## config.mk

```make
export PLATFORM = sky130hd
export DESIGN_NAME = uart_tx_arbiter
export DESIGN_NICKNAME = d
export VERILOG_FILES = /design/src/rtl/uart_tx_arbiter.sv
export SDC_FILE = /design/constraint.sdc
export NUM_CORES = 1
export LEC_CHECK = 0
export ABC_AREA = 1
export BUFFER_PORTS_ARGS = -buffer_cell sky130_fd_sc_hd__clkbuf_2
export CAP_MARGIN = 20
export CORE_AREA = 5 5 80 82
export DETAILED_ROUTE_END_ITERATION = 10
export DIE_AREA = 0 0 85 87
export PLACE_DENSITY = 0.79
export SETUP_SLACK_MARGIN = 0.3
export SLEW_MARGIN = 25
export SYNTH_ARGS = -nofsm -noshare
export SYNTH_HDL_FRONTEND = slang
export SYNTH_SLANG_ARGS = --single-unit
```

## constraint.sdc

```tcl
create_clock -name clk -period 5 [get_ports clk]
set_input_delay 1 -clock clk [delete_from_list [all_inputs] [get_ports clk]]
set_output_delay 1 -clock clk [all_outputs]
set_load 0.005 [all_outputs]
```

## src/rtl/uart_tx_arbiter.sv

```systemverilog
// Round-robin, packet-granular arbiter that shares one uart_tx between NUM_REQ byte streams.
// Paces on tx_busy and drops packets whose requester stalls or whose transmitter never answers.
module uart_tx_arbiter #(
  parameter int NUM_REQ       = 4,
  parameter int DATA_BITS     = 8,
  parameter int BUSY_TIMEOUT  = 64,
  parameter int STALL_TIMEOUT = 4096
) (
  input  logic                          clk,
  input  logic                          reset,
  input  logic [NUM_REQ-1:0]            req_valid,
  input  logic [NUM_REQ-1:0]            req_last,
  input  logic [NUM_REQ*DATA_BITS-1:0]  req_data,
  output logic [NUM_REQ-1:0]            req_ready,
  output logic [NUM_REQ-1:0]            grant,
  input  logic                          tx_pause,
  input  logic                          tx_busy,
  output logic                          tx_write,
  output logic [DATA_BITS-1:0]          tx_byte,
  output logic                          err_busy_timeout,
  output logic                          err_stall_abort
);

  localparam int PTR_W     = (NUM_REQ > 1) ? $clog2(NUM_REQ) : 1;
  localparam int TIMER_MAX = (BUSY_TIMEOUT > STALL_TIMEOUT) ? BUSY_TIMEOUT : STALL_TIMEOUT;
  localparam int TMR_W     = (TIMER_MAX > 2) ? $clog2(TIMER_MAX) : 1;

  localparam logic [TMR_W-1:0] BUSY_LIMIT  = TMR_W'(BUSY_TIMEOUT - 1);
  localparam logic [TMR_W-1:0] STALL_LIMIT = TMR_W'(STALL_TIMEOUT - 1);
  localparam logic [TMR_W-1:0] TIMER_SAT   = '1;

  typedef enum logic [1:0] {
    IDLE,
    SEND,
    WAIT_BUSY,
    WAIT_DONE
  } state_t;

  state_t               r_state,    w_stateNext;
  logic [PTR_W-1:0]     r_ptr,      w_ptrNext;
  logic [PTR_W-1:0]     r_g,        w_gNext;
  logic                 r_lastQ,    w_lastQNext;
  logic [TMR_W-1:0]     r_timer,    w_timerNext;
  logic [NUM_REQ-1:0]   r_grant,    w_grantNext;
  logic                 r_txWrite,  w_txWriteNext;
  logic [DATA_BITS-1:0] r_txByte,   w_txByteNext;
  logic                 r_errBusy,  w_errBusyNext;
  logic                 r_errStall, w_errStallNext;

  logic [DATA_BITS-1:0] w_reqBytes [NUM_REQ];
  logic                 w_curValid;
  logic                 w_curLast;
  logic [DATA_BITS-1:0] w_curData;
  logic                 w_transfer;
  logic                 w_pickFound;
  logic [PTR_W-1:0]     w_pickIdx;
  logic [PTR_W-1:0]     w_candIdx;
  logic [NUM_REQ-1:0]   w_pickOneHot;
  logic [TMR_W-1:0]     w_timerInc;

  for (genvar i = 0; i < NUM_REQ; i++) begin : g_bytes
    assign w_reqBytes[i] = req_data[i*DATA_BITS +: DATA_BITS];
  end

  assign w_curValid   = req_valid[r_g];
  assign w_curLast    = req_last[r_g];
  assign w_curData    = w_reqBytes[r_g];
  assign w_transfer   = (r_state == SEND) & w_curValid & ~tx_pause & ~tx_busy & ~reset;
  assign w_pickOneHot = {{(NUM_REQ-1){1'b0}}, 1'b1} << w_pickIdx;
  assign w_timerInc   = (r_timer == TIMER_SAT) ? r_timer : r_timer + TMR_W'(1);

  // Scan from farthest to nearest after ptr so the nearest valid requester wins.
  always_comb begin
    w_pickFound = 1'b0;
    w_pickIdx   = '0;
    w_candIdx   = '0;
    for (int k = NUM_REQ; k >= 1; k--) begin
      w_candIdx = PTR_W'((int'(r_ptr) + k) % NUM_REQ);
      if (req_valid[w_candIdx]) begin
        w_pickFound = 1'b1;
        w_pickIdx   = w_candIdx;
      end
    end
  end

  always_comb begin
    req_ready = '0;
    if ((r_state == SEND) && !reset) begin
      req_ready[r_g] = w_curValid & ~tx_pause & ~tx_busy;
    end
  end

  always_comb begin
    w_stateNext    = r_state;
    w_ptrNext      = r_ptr;
    w_gNext        = r_g;
    w_lastQNext    = r_lastQ;
    w_timerNext    = r_timer;
    w_grantNext    = r_grant;
    w_txWriteNext  = r_txWrite;
    w_txByteNext   = r_txByte;
    w_errBusyNext  = 1'b0;
    w_errStallNext = 1'b0;
    case (r_state)
      IDLE: begin
        w_grantNext   = '0;
        w_txWriteNext = 1'b0;
        if (w_pickFound) begin
          w_gNext     = w_pickIdx;
          w_grantNext = w_pickOneHot;
          w_timerNext = '0;
          w_stateNext = SEND;
        end
      end
      SEND: begin
        if (w_transfer) begin
          w_txByteNext  = w_curData;
          w_txWriteNext = 1'b1;
          w_lastQNext   = w_curLast;
          w_timerNext   = '0;
          w_stateNext   = WAIT_BUSY;
        end else if (!w_curValid) begin
          // Only a silent requester counts toward the stall; pause/busy back-pressure does not.
          if (r_timer >= STALL_LIMIT) begin
            w_errStallNext = 1'b1;
            w_ptrNext      = r_g;
            w_grantNext    = '0;
            w_stateNext    = IDLE;
          end else begin
            w_timerNext = w_timerInc;
          end
        end
      end
      WAIT_BUSY: begin
        if (tx_busy) begin
          w_txWriteNext = 1'b0;
          w_timerNext   = '0;
          w_stateNext   = WAIT_DONE;
        end else if (r_timer >= BUSY_LIMIT) begin
          w_errBusyNext = 1'b1;
          w_txWriteNext = 1'b0;
          w_ptrNext     = r_g;
          w_grantNext   = '0;
          w_stateNext   = IDLE;
        end else begin
          w_timerNext = w_timerInc;
        end
      end
      WAIT_DONE: begin
        if (!tx_busy) begin
          w_timerNext = '0;
          if (r_lastQ) begin
            w_ptrNext   = r_g;
            w_grantNext = '0;
            w_stateNext = IDLE;
          end else begin
            w_stateNext = SEND;
          end
        end
      end
      default: begin
        w_grantNext   = '0;
        w_txWriteNext = 1'b0;
        w_stateNext   = IDLE;
      end
    endcase
  end

  // ptr resets to the last index so requester 0 wins the first tie.
  always_ff @(posedge clk) begin
    if (reset) begin
      r_state    <= IDLE;
      r_ptr      <= PTR_W'(NUM_REQ - 1);
      r_g        <= '0;
      r_lastQ    <= 1'b0;
      r_timer    <= '0;
      r_grant    <= '0;
      r_txWrite  <= 1'b0;
      r_txByte   <= '0;
      r_errBusy  <= 1'b0;
      r_errStall <= 1'b0;
    end else begin
      r_state    <= w_stateNext;
      r_ptr      <= w_ptrNext;
      r_g        <= w_gNext;
      r_lastQ    <= w_lastQNext;
      r_timer    <= w_timerNext;
      r_grant    <= w_grantNext;
      r_txWrite  <= w_txWriteNext;
      r_txByte   <= w_txByteNext;
      r_errBusy  <= w_errBusyNext;
      r_errStall <= w_errStallNext;
    end
  end

  assign grant            = r_grant;
  assign tx_write         = r_txWrite;
  assign tx_byte          = r_txByte;
  assign err_busy_timeout = r_errBusy;
  assign err_stall_abort  = r_errStall;

endmodule

```

# Word-level counts from Yosys, hierarchy flattened
# Index checks and enable logic that the tools add are counted.
# word_totals
output_inout_bits	19
elab_cells	138
register_bits	34
# op_classes
n_mux	67
n_addsub	5
n_reduce_logical	15
n_bitwise	13
n_lt_le_gt_ge	9
eq_ne	18
shift	1
# op_table
op	count
$mux W12	8
$pmux W12 S4	1
$mux W2	18
$mux W4	9
$mux W1	17
$bmux W8 S2	1
$mux W8	2
$ne A2 B2 Y1 const B	8
$pmux W4 S4	1
$lt A2 B3 Y1 const B	5
$add A12 B1 Y12 const B	1
$bmux W1 S2	6
$eq A12 B12 Y1 const B	1
$ge A12 B12 Y1 const B	1
$ge A12 B6 Y1 const B	1
$ne A3 B3 Y1 const B	4
$reduce_and A5 Y1	2
$pmux W2 S4	1
$reduce_and A8 Y1	1
$reduce_and A7 Y1	1
$and A1 B1 Y1	6
$pmux W2 S3	1
$reduce_bool A3 Y1	2
$not A1 Y1	5
other kinds (20)	25

# Logic depth before layout (Yosys ltp)
# Gate-level depths: netlist of run 1.
# logic_depth
ltp_word	10
depth_mapped	15

# Least setup slack after synthesis of run 1
# OpenSTA, ideal clock, no wires.
# synth_path
kind	input-to-output
from	input port reset
to	output port req_ready[0]
path_stages	6
t_required_ps	4000
arrival_time_ps	1699
setup_slack_ps	2301
n_path_buf	1
cell_sequence	buf_6 -> clkinv_2 -> nand2_2 -> nor3_4 -> nand2_4 -> nor3_1
# synth_via
elab_chain_len	3
# synth_rtl
element	line	rtl
from (decl)	10	input logic reset,
$logic_not A1 Y1	88	if ((r_state == SEND) && !reset) begin
$logic_and A1 B1 Y1	88	
$mux W4	88	
to (decl)	14	output logic [NUM_REQ-1:0] req_ready,
# No other way between the ends.

# Worst setup path in the final report of run 1
# Ends and elaborated chain as after synthesis.

==> impl_metrics.yaml, run 1 <==
logic_synthesis:
  yosysMostFrequentCell: "nand2_1"
  synthTopCellsByArea: "dfxtp_1, nand2_1, nor2_1, nand3_1, inv_1"
  yosys.area.top_type: "dfxtp_1"
  synth_top_area_share_pct: 28.0
  synth_cells: 376
  synth_ff_type: "dfxtp_1"
  synth-seq-cells: 34
  synth_edf_count: 0
  async_flop_share_pct: 0
  synth_area_mm2: 0.00243
  avgSynthCellArea_um2: 6.46
  synth_seq_area_share_pct: 28.0
  synth_fp_nets: 426
  yosysWarnings: 0
  ys_top_cells_by_count: "nand2_1, nor2_1, dfxtp_1"
  synth_cell_types: 37
floorplanning:
  die_y_um: 87
  initial_core_util_pct: 42.8
  core_area_mm2: 0.00568
  die_w_um: 85
  boundaryPins: 63
  fp.dieArea_mm2: 0.00740
  num_rows: 28
route:
  wl_mm: 5.96
  avgViaCountPerCell: 5.10
  dr.pass1.iters: 4
  vias: 2582
  ant_nets: 0
  wl_per_cell_um: 11.8
  drc: 0
  drt_iter0_markers: 138
clock_tree:
  numCtsBuffers: 5
  post_cts_buffers: 0
  htree_levels: 2
  cts_buffer_depth: 2
  clock_sinks: 34
  cts_tree: "yes"
  post_cts_resized: 0
  clk_pin_slew_worst_paths_ns: 0.07
  cts-root-buf: "clkbuf_8"
  holdBufCountCts: 0
  clkLatencyLatePin_ns: 0.28
global_route:
  grt_first_pass_wirelength_mm: 10.4
  antenna_found_initial: 0
  grt_use_total_pct: 16.8
  grt_max_degree: 27
  overflow: 0
  grt_pass1_vias: 2500
worst_setup_path:
  critPathBufInv: 3
  cp_data_required_time_ns: 4.00
  slowest_stage: "clkinv_2"
  critPathMaxStageDelay_ns: 0.27
  crit_fanout: 26
  cp_cell_sequence: "clkbuf_2, clkinv_2, nand2_2, nor3_4, nand2_4, nor3_1, clkbuf_2"
  cp_top_family: "simple AND/OR/NAND/NOR gates"
  crit_top_cell: "clkbuf_2"
  cp-start-kind: "input port"
  endpoint_kind: "primary output"
  path_class: "input port to primary output"
  arrival_ns: 2.20
placed_design:
  hpwl_mm: 4.70
  gp_congestion: 0.886
  io_buffer_count: 62
layout:
  final_nets: 482
  area_growth_pct: 16.2
  final_util_pct: 49.7
  num_antenna_cells: 0
  drive_gt1_share_pct: 22.5
  fill_cells: 575
sta:
  slew_headroom_pct: 54.9
  tns_ns: 0
  min_period_over_period_pct: 64.0
  setup_violations: 0
  finalMaxSlewViolations: 0
  grt_setup_unrepaired: "false"
  max_freq_mhz: 312
  hold_viol_final: 0
  fin_worst_skew_ns: 0.00712
  period_minus_slack_ns: 3.20
  tightestPinTransition_ns: 0.676
power:
  p_leak_nw: 1.44
  ir_worst_vdd_mv: 0.192
  power_density_mw_per_mm2: 470
outcome:
  status: "complete, no violations"
flow_run:
  maxCapViolCount: 0
min_path:
  hold_path.class: "register to register"
==> path summary, 6_finish.rpt <==
path | from | slack (ns) | to | cells past startpoint
max | reset | 1.80 | req_ready[0] | 7
min | tx_write | 0.45 | tx_write | 2
max reg2reg | r_state[1] | 2.76 | r_timer[11] | 11
min reg2reg | tx_write | 0.45 | tx_write | 2
==> through the flow <==
step | setup slack, ns | std cells | hold WS, ns | area, um^2 | power [mW]
after global placement | 1.81 | 500 | 0.436 | 2740 | 1.11
after global routing | 1.62 | 506 | 0.496 | 2820 | 1.46
after CTS | 1.78 | 506 | 0.456 | 2820 | 1.33
final | 1.80 | 506 | 0.452 | 2820 | 1.33
after detailed placement | 1.79 | 500 | 0.446 | 2740 | 1.13
after floorplan | 2.30 | 376 | 0.440 | 2430 | 1.00
==> layout by cell type, fill, tap and decap left out, drive strengths merged <==
cell type / netlist / layout
a211oi: 1 / 1
a21boi: 2 / 2
a21oi: 18 / 18
a22oi: 9 / 9
a31o: 1 / 1
a31oi: 1 / 1
a41oi: 9 / 9
and2: 1 / 1
clkbuf: 4 / 68
clkinv: 1 / 1
dfxtp: 34 / 34
ha: 6 / 6
inv: 35 / 35
nand2: 131 / 131
nand3: 28 / 28
nand3b: 1 / 1
nand4: 6 / 6
nor2: 48 / 48
nor3: 7 / 7
o21ai: 19 / 19
xnor2: 2 / 2
xor2: 3 / 3
==> final cells by class <==
class | count | area [um^2] | area share (%)
multi-input combinational | 293 | 1510 | 53.7
sequential | 34 | 681 | 24.1
timing repair buffer | 62 | 310 | 11.0
inverter | 36 | 139 | 4.92
tap | 75 | 93.8 | 3.33
clock buffer | 6 | 82.6 | 2.93
==> state kept, by name, indices dropped and copies added (netlist names) <==
signal / flops
r_ptr: 2
tx_write: 1
grant: 4
r_timer: 12
r_lastQ: 1
r_state: 2
tx_byte: 8
err_stall_abort: 1
err_busy_timeout: 1
r_g: 2
==> worst min-delay path: stages, from the launching register on <==
cell and delay (ns):
dfxtp_1 0.31, inv_1 0.05, a21oi_1 0.05
==> cells by family after synthesis <==
| family | synth area share, % |
|---|---|
| buffers and inverters | 9.59 |
| AND/OR/NAND/NOR | 41.7 |
| flip-flops | 28.0 |
| AO/OA/AOI/OAI | 15.8 |
| XOR/XNOR | 1.80 |
| adder cells (fa/ha/maj) | 3.09 |
==> power by group <==
| part | switching, mW | internal [mW] |
|---|---|---|
| Sequential | 0.0972 | 0.341 |
| Clock | 0.0889 | 0.106 |
| Combinational | 0.450 | 0.243 |
| Total | 0.636 | 0.690 |
==> metal layers <==
layer	share of wire (%)	GRT usage, %
met1	43	18.1
met2	53	33.3
met3	3.4	3.22
met4	0.77	4.17
met5	0	0
Power figures use the tool's default switching activity.
==> inputs of run 2 (changes only) <==
--- a/config.mk
+++ b/config.mk
@@ -5,13 +5,13 @@
 export SDC_FILE = /design/constraint.sdc
 export NUM_CORES = 1
 export LEC_CHECK = 0
-export ABC_AREA = 1
+export ABC_AREA = 0
 export BUFFER_PORTS_ARGS = -buffer_cell sky130_fd_sc_hd__clkbuf_2
 export CAP_MARGIN = 20
-export CORE_AREA = 5 5 80 82
+export CORE_AREA = 5 5 75 77
 export DETAILED_ROUTE_END_ITERATION = 10
-export DIE_AREA = 0 0 85 87
-export PLACE_DENSITY = 0.79
+export DIE_AREA = 0 0 80 82
+export PLACE_DENSITY = 0.81
 export SETUP_SLACK_MARGIN = 0.3
 export SLEW_MARGIN = 25
 export SYNTH_ARGS = -nofsm -noshare
==> constraint.sdc (replaced) <==
create_clock -name clk -period 3.1 [get_ports clk]
set_input_delay 0.62 -clock clk [delete_from_list [all_inputs] [get_ports clk]]
set_output_delay 0.62 -clock clk [all_outputs]
set_load 0.005 [all_outputs]
==> impl_metrics.yaml, run 2 <==
outcome:
  status: "complete, no violations"
layout:
  layout_commonest_cell: "clkbuf_2"
  drive_gt1_share_pct: 28.4
  layout_common_cells: "clkbuf_2, dfxtp_1, nand2_1"
  final_nets: 366
  final_cell_area_mm2: 0.00263
  ff_latch_area_um2: 681
  top_register: "r_timer"
  largest_reg_flops: 12
  multiInputGateArea_mm2: 0.00137
  num_antenna_cells: 0
  fill_cells: 500
  area_growth_pct: 24.3
logic_synthesis:
  synth_cell_types: 49
  async_flop_share_pct: 0
  synth_top_area_share_pct: 32.1
  yosys.area.top_type: "dfxtp_1"
  avgSynthCellArea_um2: 8.38
  synth_ff_type: "dfxtp_1"
  ys_top_cells_by_count: "dfxtp_1, nand2_1, a21oi_1"
  synth_area_mm2: 0.00212
  synth_edf_count: 0
  synth_fp_nets: 303
  synthTopCellsByArea: "dfxtp_1, mux4_2, a21oi_1, nand2_1, ha_1"
  yosysMostFrequentCell: "dfxtp_1"
  synth-seq-cells: 34
  synth_cells: 253
  yosysWarnings: 0
  synth_seq_area_share_pct: 32.1
route:
  wl_met1_mm: 2.48
  top_layer: "met4"
  drc: 0
  wl_per_cell_um: 15.9
  routed-wl-met2_mm: 3.14
  ant_nets: 0
  route.met3.wl_um: 423
  drt_iter0_markers: 259
  avgViaCountPerCell: 5.89
  vias: 2278
  dr.pass1.iters: 4
  wl_mm: 6.16
sta:
  finalMaxSlewViolations: 0
  period_minus_slack_ns: 2.55
  min_period_over_period_pct: 82.2
  setup_ws_ns: 0.552
  slew_headroom_pct: 34.2
  hold_viol_final: 0
  fin_worst_skew_ns: 0.00364
  setup_violations: 0
  max_freq_mhz: 392
  tns_ns: 0
  grt_setup_unrepaired: "false"
  tightestPinTransition_ns: 0.975
power:
  p_leak_nw: 0.993
  power_density_mw_per_mm2: 527
  ir_worst_vdd_mv: 0.236
  p_total_mw: 1.39
placed_design:
  dpl_cell_area_mm2: 0.00251
  hpwl_mm: 4.62
  dp_slack_ns: 0.335
  gp_congestion: 0.927
  io_buffer_count: 62
floorplanning:
  num_rows: 26
  initial_core_util_pct: 42.9
  boundaryPins: 63
  die_w_um: 80
  core_area_mm2: 0.00494
  die_y_um: 82
  fp.dieArea_mm2: 0.00656
global_route:
  overflow: 0
  grt_use_total_pct: 18.4
  grt_pass1_vias: 2147
  grt_first_pass_wirelength_mm: 9.70
  antenna_found_initial: 0
  grt_max_degree: 38
worst_setup_path:
  rr_worst_depth: 6
  crit_fanout: 5
  r2r_end: "r_ptr[1]"
  slowest_stage: "nor4b_2"
  endpoint_kind: "primary output"
  path_class: "register to primary output"
  arrival_ns: 1.93
  r2r_slack_ns: 0.65
  cp-start-kind: "register"
  r2r_start: "r_timer[0]"
  cp_data_required_time_ns: 2.48
  critPathMaxStageDelay_ns: 0.38
  cp_cell_sequence: "inv_1, ha_1, nor4b_2, nand2_1, nor3_1, clkbuf_2"
  critPathCapture: "req_ready[3]"
  startpoint: "r_state[1]"
clock_tree:
  clk_pin_slew_worst_paths_ns: 0.07
  cts-root-buf: "clkbuf_8"
  clkLatencyLatePin_ns: 0.29
  cts_buffer_depth: 2
  cts_tree: "yes"
  numCtsBuffers: 5
  holdBufCountCts: 0
  htree_levels: 2
  clock_sinks: 34
min_path:
  hold_path_depth: 2
  hold_path.class: "register to register"
flow_run:
  maxCapViolCount: 0
run 2: changes by cell type after synthesis, moves of 5 or more:
| cell | previous run | this run |
|---|---|---|
| a31oi_1 | 1 | 8 |
| a211oi_1 | 1 | 8 |
| inv_1 | 30 | 10 |
| nand2_2 | 8 | 0 |
| mux4_2 | 0 | 10 |
| buf_6 | 5 | 0 |
| nor2_1 | 41 | 15 |
| a41oi_1 | 9 | 2 |
| nand3_1 | 27 | 7 |
| a21oi_1 | 16 | 28 |
| clkbuf_1 | 4 | 10 |
| a22oi_1 | 9 | 0 |
| nand2_1 | 121 | 31 |
run 2: worst min path at each step:
stage,slack (ns),from,endpoint
2_1_floorplan,0.45,r_lastQ,r_lastQ
3_3_place_gp,0.44,tx_byte[0],tx_byte[0]
3_5_place_dp,0.45,tx_byte[6],tx_byte[6]
4_1_cts,0.46,tx_byte[6],tx_byte[6]
5_1_grt,0.48,tx_byte[7],tx_byte[7]
6_report,0.46,tx_byte[6],tx_byte[6]
run 2: kinds of logic after synthesis:
group,Yosys count,share of synthesized area [%]
AND/OR/NAND/NOR,93,22.4
multiplexers,11,11.1
AO/OA/AOI/OAI,88,27.1
buffers and inverters,21,3.72
flip-flops,34,32.1
adder cells (fa/ha/maj),6,3.54
run 2: power by group:
| group | total [mW] | internal, mW | switching, mW |
|---|---|---|---|
| Clock | 0.412 | 0.239 | 0.173 |
| Combinational | 0.478 | 0.218 | 0.260 |
| Sequential | 0.499 | 0.471 | 0.0277 |
run 2: metrics by stage:
| step | utilization, % | instances | hold WS (ns) |
|---|---|---|---|
| floorplan | - | 253 | 0.450 |
| global placement | 50.8 | 379 | 0.441 |
| detailed placement | 50.8 | 379 | 0.448 |
| CTS | 53.1 | 387 | 0.458 |
| global route | 53.3 | 387 | 0.480 |
| finish | 53.3 | 387 | 0.455 |
run 2: worst max-delay path, delay by kind of cell, from the launching register on:
family	cells	cell delay [ns]
buf+inv	2	0.26
fa+ha+maj	1	0.25
simple gates	3	0.77
flops	1	0.36
run 2: cell type report:
type | count | area share (%)
inverters | 10 | 1.43
multi-input cells | 198 | 51.9
clock buffers | 5 | 2.61
flip-flops and latches | 34 | 25.8
repair buffers | 67 | 13.2
clock inverters | 3 | 1.71
well taps | 70 | 3.33
run 2: timing repair:
action	4_1_cts	5_1_grt
gates resized for setup	0	1
buffers inserted	0	0
endpoints found under the setup margin	0	13
run 2: metal layers:
layer  vias up  GRT usage [%]
met3        13           4.17
li1       1105              -
met2       102           30.5
met1      1058           23.0
met5         -              0
met4         0           8.11
==> inputs of run 3 (changes only) <==
--- a/config.mk
+++ b/config.mk
@@ -11,7 +11,7 @@
 export CORE_AREA = 5 5 75 77
 export DETAILED_ROUTE_END_ITERATION = 10
 export DIE_AREA = 0 0 80 82
-export PLACE_DENSITY = 0.81
+export PLACE_DENSITY = 0.83
 export SETUP_SLACK_MARGIN = 0.3
 export SLEW_MARGIN = 25
 export SYNTH_ARGS = -nofsm -noshare
==> constraint.sdc (replaced) <==
create_clock -name clk -period 2.3 [get_ports clk]
set_input_delay 0.46 -clock clk [delete_from_list [all_inputs] [get_ports clk]]
set_output_delay 0.46 -clock clk [all_outputs]
set_load 0.005 [all_outputs]
==> impl_metrics.yaml, run 3 (same netlist as run 2, synthesis figures left out) <==
global_route:
  antenna_found_initial: 0
  grt_pass1_vias: 2411
  grt_use_total_pct: 21.3
  grt_first_pass_wirelength_mm: 10.9
  grt_max_degree: 38
  overflow: 0
flow_run:
  maxCapViolCount: 0
clock_tree:
  clock_sinks: 34
  clkLatencyLatePin_ns: 0.30
  htree_levels: 2
  holdBufCountCts: 0
  cts_tree: "yes"
  cts_buffer_depth: 2
  clk_pin_slew_worst_paths_ns: 0.08
  cts-root-buf: "clkbuf_8"
  numCtsBuffers: 5
sta:
  tns_ns: 0
  min_period_over_period_pct: 99.7
  hold_viol_final: 0
  max_freq_mhz: 436
  setup_violations: 0
  fin_worst_skew_ns: 0.00943
  period_minus_slack_ns: 2.29
  finalMaxSlewViolations: 0
  slew_headroom_pct: 56.9
  grt_setup_unrepaired: "true"
  tightestPinTransition_ns: 0.640
layout:
  final_util_pct: 64.2
  final_nets: 402
  num_antenna_cells: 0
  top_register: "r_timer"
  area_growth_pct: 49.9
  final_cell_area_mm2: 0.00318
  layout_commonest_cell: "clkbuf_2"
  largest_reg_flops: 12
  drive_gt1_share_pct: 44.8
  layout_common_cells: "clkbuf_2, dfxtp_1, buf_4"
floorplanning:
  num_rows: 26
  die_y_um: 82
  die_w_um: 80
  initial_core_util_pct: 42.9
  boundaryPins: 63
  core_area_mm2: 0.00494
  fp.dieArea_mm2: 0.00656
route:
  avgViaCountPerCell: 6.12
  drt_iter0_markers: 275
  drc: 0
  dr.pass1.iters: 5
  wl_per_cell_um: 17.7
  ant_nets: 0
  wl_mm: 7.50
  vias: 2590
power:
  p_leak_nw: 1.22
  ir_worst_vdd_mv: 0.463
  power_density_mw_per_mm2: 709
  p_total_mw: 2.25
worst_setup_path:
  cp-start-kind: "register"
  r2r_end: "grant[0]"
  cp_data_required_time_ns: 2.53
  arrival_ns: 2.53
  r2r_start: "r_g[0]"
  rr_worst_depth: 6
  crit_fanout: 4
  r2r_slack_ns: 0.008
  path_class: "register to register"
  endpoint_kind: "register"
min_path:
  hold_path.class: "register to register"
  hold_path_depth: 2
  worstHoldEndpoint: "tx_byte[4]"
  hold_start: "tx_byte[4]"
placed_design:
  dpl_cell_area_mm2: 0.00271
  io_buffer_count: 62
  gp_congestion: 0.889
  hpwl_mm: 4.97
outcome:
  status: "complete, no violations"
==> run 3: changes by cell type in the layout (fill, tap and decap cells not counted), moves of 4 or more <==
cell     previous run  this run
buf_4               5        32
buf_6               0         9
o21ai_0            15        11
a21oi_1            28        24
a31oi_1             8         4
nor3_1              8         4
==> run 3: cell type report <==
type / instances / area (um^2)
clock buffers: 5 / 68.8
multi-input cells: 198 / 1610
flip-flops and latches: 34 / 683
clock inverters: 3 / 40.0
repair buffers: 103 / 652
inverters: 10 / 37.5
fillers: 386 / 1770
well taps: 70 / 87.6
==> run 3: worst max-delay path, cell delays in order (launching register included) <==
cell and delay (ns):
dfxtp_2 0.35, mux4_2 0.56, buf_6 0.16, o41ai_4 0.37, o31ai_4 0.15, or4b_4 0.50, a21oi_2 0.13
==> run 3: routing by layer <==
metal  global-route usage (%)  routed length [um]  vias up
met1                     24.9                2720     1218
li1                         -                   -     1175
met5                        0                   0        -
met4                     8.78                 331        0
met3                     5.15                 562       40
met2                     37.3                3880      157
==> run 3: how the worst max path moves through the flow <==
stage | from | to | slack (ns)
global route | r_g[0] | grant[0] | -0.06
finish | r_g[0] | grant[0] | 0.008
global placement | req_valid[3] | r_timer[7] | -0.04
detailed placement | req_valid[3] | r_timer[7] | -0.08
floorplan | req_valid[3] | r_timer[0] | 0.06
CTS | r_g[0] | r_timer[0] | 0.13
==> run 3: repair_timing <==
| item | 4_1_cts | 5_1_grt |
|---|---|---|
| endpoints found under the setup margin | 23 | 24 |
| resized for setup | 22 | 37 |
| setup buffers | 6 | 5 |
| pin swaps | 5 | 9 |
==> run 3: report_power, final <==
part,total (mW),switching (mW),internal (mW)
sequential,0.690,0.0520,0.638
clock,0.549,0.231,0.319
combinational,1.01,0.484,0.528
==> run 3: per-stage QoR <==
step                hold slack (ns)  instances  worst slack, ns
global route                  0.486        423          -0.0552
CTS                           0.460        418            0.127
detailed placement            0.451        404          -0.0760
global placement              0.443        404          -0.0385
floorplan                     0.450        253           0.0624
finish                        0.457        423          0.00770
